File: config.mk
export PLATFORM = sky130hd
export DESIGN_NAME = serial_in_parallel_out
export DESIGN_NICKNAME = d
export VERILOG_FILES = /design/src/rtl/sipo_pkg.sv /design/src/rtl/sipo_out_slot.sv /design/src/rtl/serial_in_parallel_out.sv
export SDC_FILE = /design/constraint.sdc
export NUM_CORES = 1
export LEC_CHECK = 0
export BUFFER_PORTS_ARGS = -buffer_cell sky130_fd_sc_hd__buf_2
export CAP_MARGIN = 30
export CORE_AREA = 4 4 41 43
export CTS_BUF_LIST = sky130_fd_sc_hd__clkbuf_8
export DETAILED_ROUTE_END_ITERATION = 16
export DIE_AREA = 0 0 45 47
export PLACE_DENSITY = 0.82
export SLEW_MARGIN = 20
export SYNTH_ARGS = -nofsm -noshare
export SYNTH_HDL_FRONTEND = slang
export SYNTH_SLANG_ARGS = --single-unit
File: constraint.sdc
create_clock -name clk -period 2 [get_ports clk]
set_clock_uncertainty 0.15 [all_clocks]
set_input_delay 0.4 -clock clk [delete_from_list [all_inputs] [get_ports clk]]
set_output_delay 0.4 -clock clk [all_outputs]
set_load 0.1 [all_outputs]
File: src/rtl/sipo_pkg.sv
// sipo_pkg: shared types and size helpers for the serial_in_parallel_out
// deserializer.
//   sipo_state_t    FSM state encoding (IDLE, SHIFT, FULL)
//   sipo_frame_len  serial bits per frame (adds one parity bit when
//                   SIPO_PARITY_CHECK_EN is defined)
//   sipo_cnt_width  bit counter width for a given frame length
package sipo_pkg;

  typedef enum logic [1:0] {
    IDLE  = 2'd0,
    SHIFT = 2'd1,
    FULL  = 2'd2
  } sipo_state_t;

  function automatic int sipo_frame_len(input int width);
`ifdef SIPO_PARITY_CHECK_EN
    return width + 1;
`else
    return width;
`endif
  endfunction

  function automatic int sipo_cnt_width(input int frame_len);
    return $clog2(frame_len + 1);
  endfunction

endpackage

File: src/rtl/sipo_out_slot.sv
// sipo_out_slot: one-word output register with valid/ready handshake.
// Ports:
//   clk, rst         clock, asynchronous active-high reset
//   load, load_data  write a new word into the slot (sets q_valid)
//   q_data, q_valid  held word and its valid flag
//   q_ready          downstream consumes the word when q_valid && q_ready
//   free             slot can accept a word on this edge
module sipo_out_slot #(
  parameter int WIDTH = 4
) (
  input  logic             clk,
  input  logic             rst,
  input  logic             load,
  input  logic [WIDTH-1:0] load_data,
  output logic [WIDTH-1:0] q_data,
  output logic             q_valid,
  input  logic             q_ready,
  output logic             free
);

  // A consume and a load on the same edge keep q_valid high with new data.
  assign free = !q_valid || q_ready;

  always_ff @(posedge clk or posedge rst) begin
    if (rst) begin
      q_data  <= '0;
      q_valid <= 1'b0;
    end else if (load) begin
      q_data  <= load_data;
      q_valid <= 1'b1;
    end else if (q_valid && q_ready) begin
      q_valid <= 1'b0;
    end
  end

endmodule

File: src/rtl/serial_in_parallel_out.sv
// serial_in_parallel_out: serial-to-parallel deserializer with a one-word
// output slot and input-side backpressure.
// Optional feature macro: SIPO_PARITY_CHECK_EN (adds a trailing even-parity
// bit per frame; bad frames are dropped and flagged on par_err).
// Ports:
//   clk, rst           clock, asynchronous active-high reset
//   sin, sin_valid     serial bit and its qualifier
//   sin_ready          bit accepted when sin_valid && sin_ready
//   frame_sync         accepted bit starts a new frame (partial one dropped)
//   q_data, q_valid    assembled word, valid until consumed
//   q_ready            downstream consume strobe
//   par_err            one-cycle pulse on parity mismatch (0 without parity)
//
// state | meaning
// IDLE  | no partial frame, count 0, accepting bits
// SHIFT | frame in progress, accepting bits
// FULL  | complete word parked in shift register, waiting for output slot
module serial_in_parallel_out
  import sipo_pkg::*;
#(
  parameter int WIDTH     = 4,
  parameter int MSB_FIRST = 1
) (
  input  logic             clk,
  input  logic             rst,
  input  logic             sin,
  input  logic             sin_valid,
  output logic             sin_ready,
  input  logic             frame_sync,
  output logic [WIDTH-1:0] q_data,
  output logic             q_valid,
  input  logic             q_ready,
  output logic             par_err
);

  localparam int FRAME_LEN = sipo_frame_len(WIDTH);
  localparam int CW        = sipo_cnt_width(FRAME_LEN);
  localparam logic [CW-1:0] LAST_CNT = CW'(FRAME_LEN - 1);

  sipo_state_t      state;
  logic [CW-1:0]    count;
  logic [WIDTH-1:0] sreg;
  logic [WIDTH-1:0] shift_next;
  logic [WIDTH-1:0] word_next;
  logic [WIDTH-1:0] load_data;
  logic             accept;
  logic             restart;
  logic             last_bit;
  logic             par_ok;
  logic             shift_en;
  logic             load;
  logic             free;

  // Decoded from registered state only; q_ready never reaches sin_ready.
  assign sin_ready = !rst && (state != FULL);
  assign accept    = sin_valid && sin_ready;
  assign restart   = accept && (frame_sync || state == IDLE);
  // FRAME_LEN >= 2, so a restarting bit can never also be the last bit.
  assign last_bit  = accept && !restart && (count == LAST_CNT);

  // Stale bits from a dropped partial frame are pushed out by the time a
  // full frame has shifted in, so a restart needs no clear.
  generate
    if (MSB_FIRST != 0) begin : g_msb_first
      assign shift_next = {sreg[WIDTH-2:0], sin};
    end else begin : g_lsb_first
      assign shift_next = {sin, sreg[WIDTH-1:1]};
    end
  endgenerate

`ifdef SIPO_PARITY_CHECK_EN
  logic par_acc;
  logic par_err_q;

  // Parity bit sits at count == WIDTH and is not shifted into the data.
  assign shift_en  = restart || (count < CW'(WIDTH));
  assign word_next = sreg;
  assign par_ok    = (par_acc ^ sin) == 1'b0;
  assign par_err   = par_err_q;
`else
  assign shift_en  = 1'b1;
  assign word_next = shift_next;
  assign par_ok    = 1'b1;
  assign par_err   = 1'b0;
`endif

  assign load      = free && ((last_bit && par_ok) || state == FULL);
  assign load_data = (state == FULL) ? sreg : word_next;

  always_ff @(posedge clk or posedge rst) begin
    if (rst) begin
      state <= IDLE;
      count <= '0;
      sreg  <= '0;
`ifdef SIPO_PARITY_CHECK_EN
      par_acc   <= 1'b0;
      par_err_q <= 1'b0;
`endif
    end else begin
`ifdef SIPO_PARITY_CHECK_EN
      par_err_q <= 1'b0;
`endif
      if (accept) begin
        if (shift_en) sreg <= shift_next;
`ifdef SIPO_PARITY_CHECK_EN
        par_acc <= restart ? sin : (par_acc ^ sin);
`endif
        if (restart) begin
          count <= CW'(1);
          state <= SHIFT;
        end else if (last_bit) begin
          count <= '0;
`ifdef SIPO_PARITY_CHECK_EN
          if (!par_ok) par_err_q <= 1'b1;
`endif
          // A bad frame is dropped outright and never parks in FULL.
          state <= (par_ok && !free) ? FULL : IDLE;
        end else begin
          count <= count + CW'(1);
        end
      end else if (state == FULL && free) begin
        state <= IDLE;
      end
    end
  end

  sipo_out_slot #(
    .WIDTH(WIDTH)
  ) u_slot (
    .clk      (clk),
    .rst      (rst),
    .load     (load),
    .load_data(load_data),
    .q_data   (q_data),
    .q_valid  (q_valid),
    .q_ready  (q_ready),
    .free     (free)
  );

endmodule

; ---- Word level (Yosys, flattened, before mapping)
; Cells that the tools add are included.
[word_totals]
output_inout_bits = 7
ff_bits = 14
input_bits = 6
wordCells = 38
[op_classes]
n_reduce_logical = 18
n_addsub = 1
n_mux = 10
eq_ne = 4
[ops]
columns = operator, n
row1 = 2-to-1 mux 2 bit, 5
row2 = logical AND 1 bit, 8
row3 = 2-to-1 mux 3 bit, 2
row4 = 2-to-1 mux 4 bit, 1
row5 = nonzero test 2 bit, 2
row6 = adder 3 x 1 -> 3 bit (second input constant), 1
row7 = == test 3 x 2 -> 1 bit (second input constant), 1
row8 = zero test 1 bit, 3
row9 = logical OR 1 bit, 3
row10 = != test 3 x 1 -> 1 bit (second input constant), 1
row11 = == test 2 bit (second input constant), 1
row12 = zero test 2 bit, 1
row13 = 2-to-1 mux 1 bit, 2
row14 = != test 2 bit (second input constant), 1
row15 = AND reduction 2 bit, 1

; ---- Longest topological paths before layout
[logic_depth]
word_depth = 10
depth_mapped = 5
depth_no_buf = 5

; ---- Modules after synthesis
; Synthesis repeated with hierarchy kept, for this count alone.
[unflattened]
cells_unflattened = 59
hier_area_um2 = 725.7
[by_module_without_submodules]
columns = mod, cells_each, seq_area_each_um2, area_each_um2, instances
row1 = serial_in_parallel_out, 47, 225.2, 539.3, 1
row2 = sipo_out_slot, 12, 125.1, 186.4, 1

; ---- Worst setup path after synthesis
; OpenSTA, ideal clock, no wires.
[synth_timing]
path_kind = register to output
startpoint = register state[1]
endpoint = output port sin_ready
required_time_ns = 1.450
stages_incl_launch_ff = 3
slack_ns = -0.363
arrival_time_ns = 1.813
n_path_buf = 0
path_cell_list = dfrtp_1 -> nor2b_2 -> nor2_1
[synth_between]
elab_chain_cells = 2
[synth_rtl]
columns = element, line
row1 = "start, declared", serial_in_parallel_out.sv:40  ; sipo_state_t state;
row2 = "start signal, assigned", serial_in_parallel_out.sv:117  ; state <= (par_ok && !free) ? FULL : IDLE;
row3 = != test 2 bit, serial_in_parallel_out.sv:55  ; assign sin_ready = !rst && (state != FULL);
row4 = logical AND 1 bit, serial_in_parallel_out.sv:55
row5 = "end, declared", serial_in_parallel_out.sv:28  ; output logic sin_ready,
; No other way between the ends.

; ---- Final worst setup path
; Same ends and word-level chain as after synthesis.

==> summary.log <==
INFO  die            count_of_pins_on_the_block_boundary=13
INFO  power          power_report.internal_total=0.661mW
INFO  detailed_routing viasPerCell=5.67
INFO  synth          yosysSeqAreaShare=0.504
INFO  placed_design  place_ws=206ps
INFO  cells_and_area fin_nets=80
INFO  cells_and_area filler_cell_count=125
INFO  clock_tree     ctsHtreeMaxLevel=1
INFO  power          combinational_cell_fraction_of_total_power=0.464
INFO  detailed_routing routed_wirelength=1.24mm
INFO  cells_and_area regArea=350µm²
INFO  worst_setup_path setup.reg_to_reg.worst_slack=250ps
INFO  worst_setup_path crit_chain=nor2b_2, nor2_2, buf_2
INFO  placed_design  gp_routability_congestion=0.814
INFO  worst_setup_path crit-reg2reg-capture=state[1]
INFO  power          p_clk_frac=0.179
INFO  worst_hold_path min-delay-path-class=in -> async
INFO  detailed_routing drc_errors=0
INFO  clock_tree     clock_root_buffer_master=sky130_fd_sc_hd__clkbuf_8
INFO  cells_and_area final_cells=85
INFO  synth          synthDistinctLibCells=27
INFO  synth          async_reset_ff_frac=1.00
INFO  worst_setup_path critPathCaptureType=primary output
INFO  synth          yosys-top-cells-area=sky130_fd_sc_hd__dfrtp_1 50%, sky130_fd_sc_hd__mux2_2 6.5%, sky130_fd_sc_hd__a2bb2oi_1 5.0%
INFO  placed_design  place_hpwl=916µm
INFO  worst_setup_path path_class=reg -> out
INFO  placed_design  port-buffer-count=11
INFO  timing         maxSlewHeadroom=0.654
INFO  die            placement_rows=13
INFO  clock_tree     post_cts.resized_instances=0
INFO  clock_tree     numClockSinks=14
INFO  synth          netlist_instances=58
INFO  power          power_frac_seq=0.357
INFO  global_route   grt_start_max_net_pins=15
INFO  power          pwr_density_cell=1560nW/µm²
INFO  synth          netlist_top_cells_count=14 x sky130_fd_sc_hd__dfrtp_1, 5 x sky130_fd_sc_hd__o22ai_1, 4 x sky130_fd_sc_hd__a2bb2oi_1, 4 x sky130_fd_sc_hd__mux2_2, 4 x sky130_fd_sc_hd__nand2b_1
INFO  synth          synth_seq_cells=14
INFO  timing         report.final.hold_viol_count=0
INFO  synth          post_synth_instance_area=696µm²
INFO  clock_tree     cts_inserted_buffers=3
INFO  clock_tree     clk_transition_reported_paths=50ps
INFO  synth          synth_largest_type_area_fraction=0.504
INFO  worst_setup_path worst_path_largest_cell_delay=420ps
INFO  timing         final_period_minus_worst_setup_slack=1890ps
INFO  flow_run       maxCapViolations=0
INFO  timing         setup_viol=0
INFO  timing         setup_ws=107ps
INFO  die            die_w=45µm
INFO  detailed_routing ant_nets=0
INFO  worst_setup_path reg2regPathDepth=5
INFO  worst_setup_path launching_point_of_the_worst_reg2reg_path=count[0]
INFO  worst_setup_path worst_setup_path_start_kind=register
INFO  detailed_routing wl_per_cell=14.5µm
INFO  placed_design  placed_cells_incl_taps=82
INFO  power          power.switching=0.591mW
INFO  clock_tree     cts_hold_buf=0
INFO  die            die_area=2120µm²
INFO  synth          post-synth-top-area-cell=sky130_fd_sc_hd__dfrtp_1
INFO  worst_setup_path worstPathRequired=1450ps
INFO  power          cellLeakagePower=0.367nW
INFO  global_route   global_router_s_overall_resource_usage=0.147
INFO  power          vdd.ir_drop.worst=0.871mV
INFO  synth          synth_edf_count=0
INFO  timing         holdWs=71.3ps
INFO  synth          total_nets_after_synthesis=66
INFO  timing         post-route-period-util=0.946
INFO  cells_and_area flow.area_growth_from_synthesis=15.1%
INFO  timing         grt_setup_unrepaired=false
INFO  detailed_routing total_via_count_after_detailed_routing=482
INFO  cells_and_area drive_above_1_share=0.371
INFO  worst_setup_path worst-endpoint-arrival=1340ps
INFO  global_route   grt_antenna_before_repair=0
INFO  cells_and_area multi_input_area=328µm²
INFO  timing         worstMarginPinSlew=518ps
INFO  synth          most_used_standard_cell_by_instance_count_after_synthesis=sky130_fd_sc_hd__dfrtp_1
INFO  synth          top_reg_cell_synth=sky130_fd_sc_hd__dfrtp_1
INFO  clock_tree     tritoncts_clock_tree=done
INFO  die            fp.coreArea=1300µm²
INFO  timing         maxSlewViolCount=0
INFO  global_route   vias_in_the_first_global_route=514
INFO  detailed_routing drt_pass1_iterations=4
INFO  timing         timing.fmax=528MHz
INFO  synth          synthesis.yosys.warnings=0
INFO  clock_tree     maximum_buffer_depth_of_the_clock_tree=2
INFO  global_route   wire_length_of_the_first_global_routing_pass=2.19mm
INFO  global_route   grt_overflow_total=0
INFO  power          power.switching_fraction=0.472
INFO  run_status     run_status=finished, final reports clean
INFO  detailed_routing detail_route.iter0.violations=6
INFO  timing         timing.setup.tns=0ps
INFO  worst_setup_path cpMaxStageDelayCell=sky130_fd_sc_hd__buf_2
INFO  cells_and_area insertedDiodeCount=0
INFO  synth          synthesized_area_divided_by_synthesized_cell_count=12.0µm²
INFO  clock_tree     clk-insertion-delay-late=240ps
INFO  clock_tree     postCtsSetupBuffers=0
INFO  die            dieHeight=47µm
INFO  worst_setup_path cp_max_fo=5
INFO  die            start_util=0.535
## layout by cell type, fill, tap and decap left out, types with 3 or more instances in the layout
cell	netlist	routed
sky130_fd_sc_hd__clkbuf_8	0	3
sky130_fd_sc_hd__nand2b_1	4	4
sky130_fd_sc_hd__o22ai_1	5	5
sky130_fd_sc_hd__a2bb2oi_1	4	4
sky130_fd_sc_hd__dfrtp_1	14	14
sky130_fd_sc_hd__mux2_2	4	4
sky130_fd_sc_hd__buf_2	0	11
## registers in the layout (all words and copies together), names as in the netlist
| name | count |
|---|---|
| sreg | 4 |
| u_slot.q_data | 4 |
| count | 3 |
| state | 2 |
| u_slot.q_valid | 1 |
## worst max-delay path by stage
stage	startpoint	endpoint	slack [ps]
2_1_floorplan	state[1]	sin_ready	100
3_3_place_gp	rst	state[1]	250
3_5_place_dp	rst	state[1]	210
4_1_cts	state[1]	sin_ready	100
5_1_grt	state[1]	sin_ready	60
6_report	state[1]	sin_ready	110
## per-layer routing
metal	wire, µm	global-route usage	vias to the layer above
met5	0	0	-
met4	36	0.105	0
met3	59	0.0383	4
met2	574	0.218	11
met1	567	0.186	229
li1	-	-	238
## through the flow
step                       util  cell area, µm²  total power, mW
final                     0.615             801             1.25
after global routing      0.615             801             1.32
after CTS                 0.615             801             1.26
after detailed placement  0.584             759             1.03
after global placement    0.584             759             1.02
after floorplan               -             698            0.939
## critical path: cells and delay by family, from the launching register on
kind | cells | cell delay (ps)
buffers and inverters | 1 | 420
DFF | 1 | 410
and+or+nand+nor | 2 | 260
## power by group through the flow
stage	logic [mW]	registers, mW	clock network [mW]
after floorplan	0.185	0.754	0
after global placement	0.578	0.445	0
after detailed placement	0.581	0.451	0
after CTS	0.585	0.447	0.232
after global routing	0.615	0.462	0.243
final	0.580	0.446	0.225
## final cells by class
cell class,instances,share of cell area
Clock buffer,3,0.0516
Multi-Input combinational cell,40,0.409
Inverter,2,0.00938
Sequential cell,14,0.438
Timing Repair Buffer,11,0.0687
Tap cell,15,0.0234
## logic make-up (layout without fill, tap and decap cells)
kind of cell,count (synthesis),count (layout),share of synthesized area
AOI/OAI and AO/OA,16,16,0.180
and+or+nand+nor,15,15,0.146
DFF,14,14,0.504
muxes,6,6,0.101
buffers and inverters,4,16,0.0288
adders and majority gates,2,2,0.0360
other,1,1,0.00539
Power figures use the tool's default switching activity.
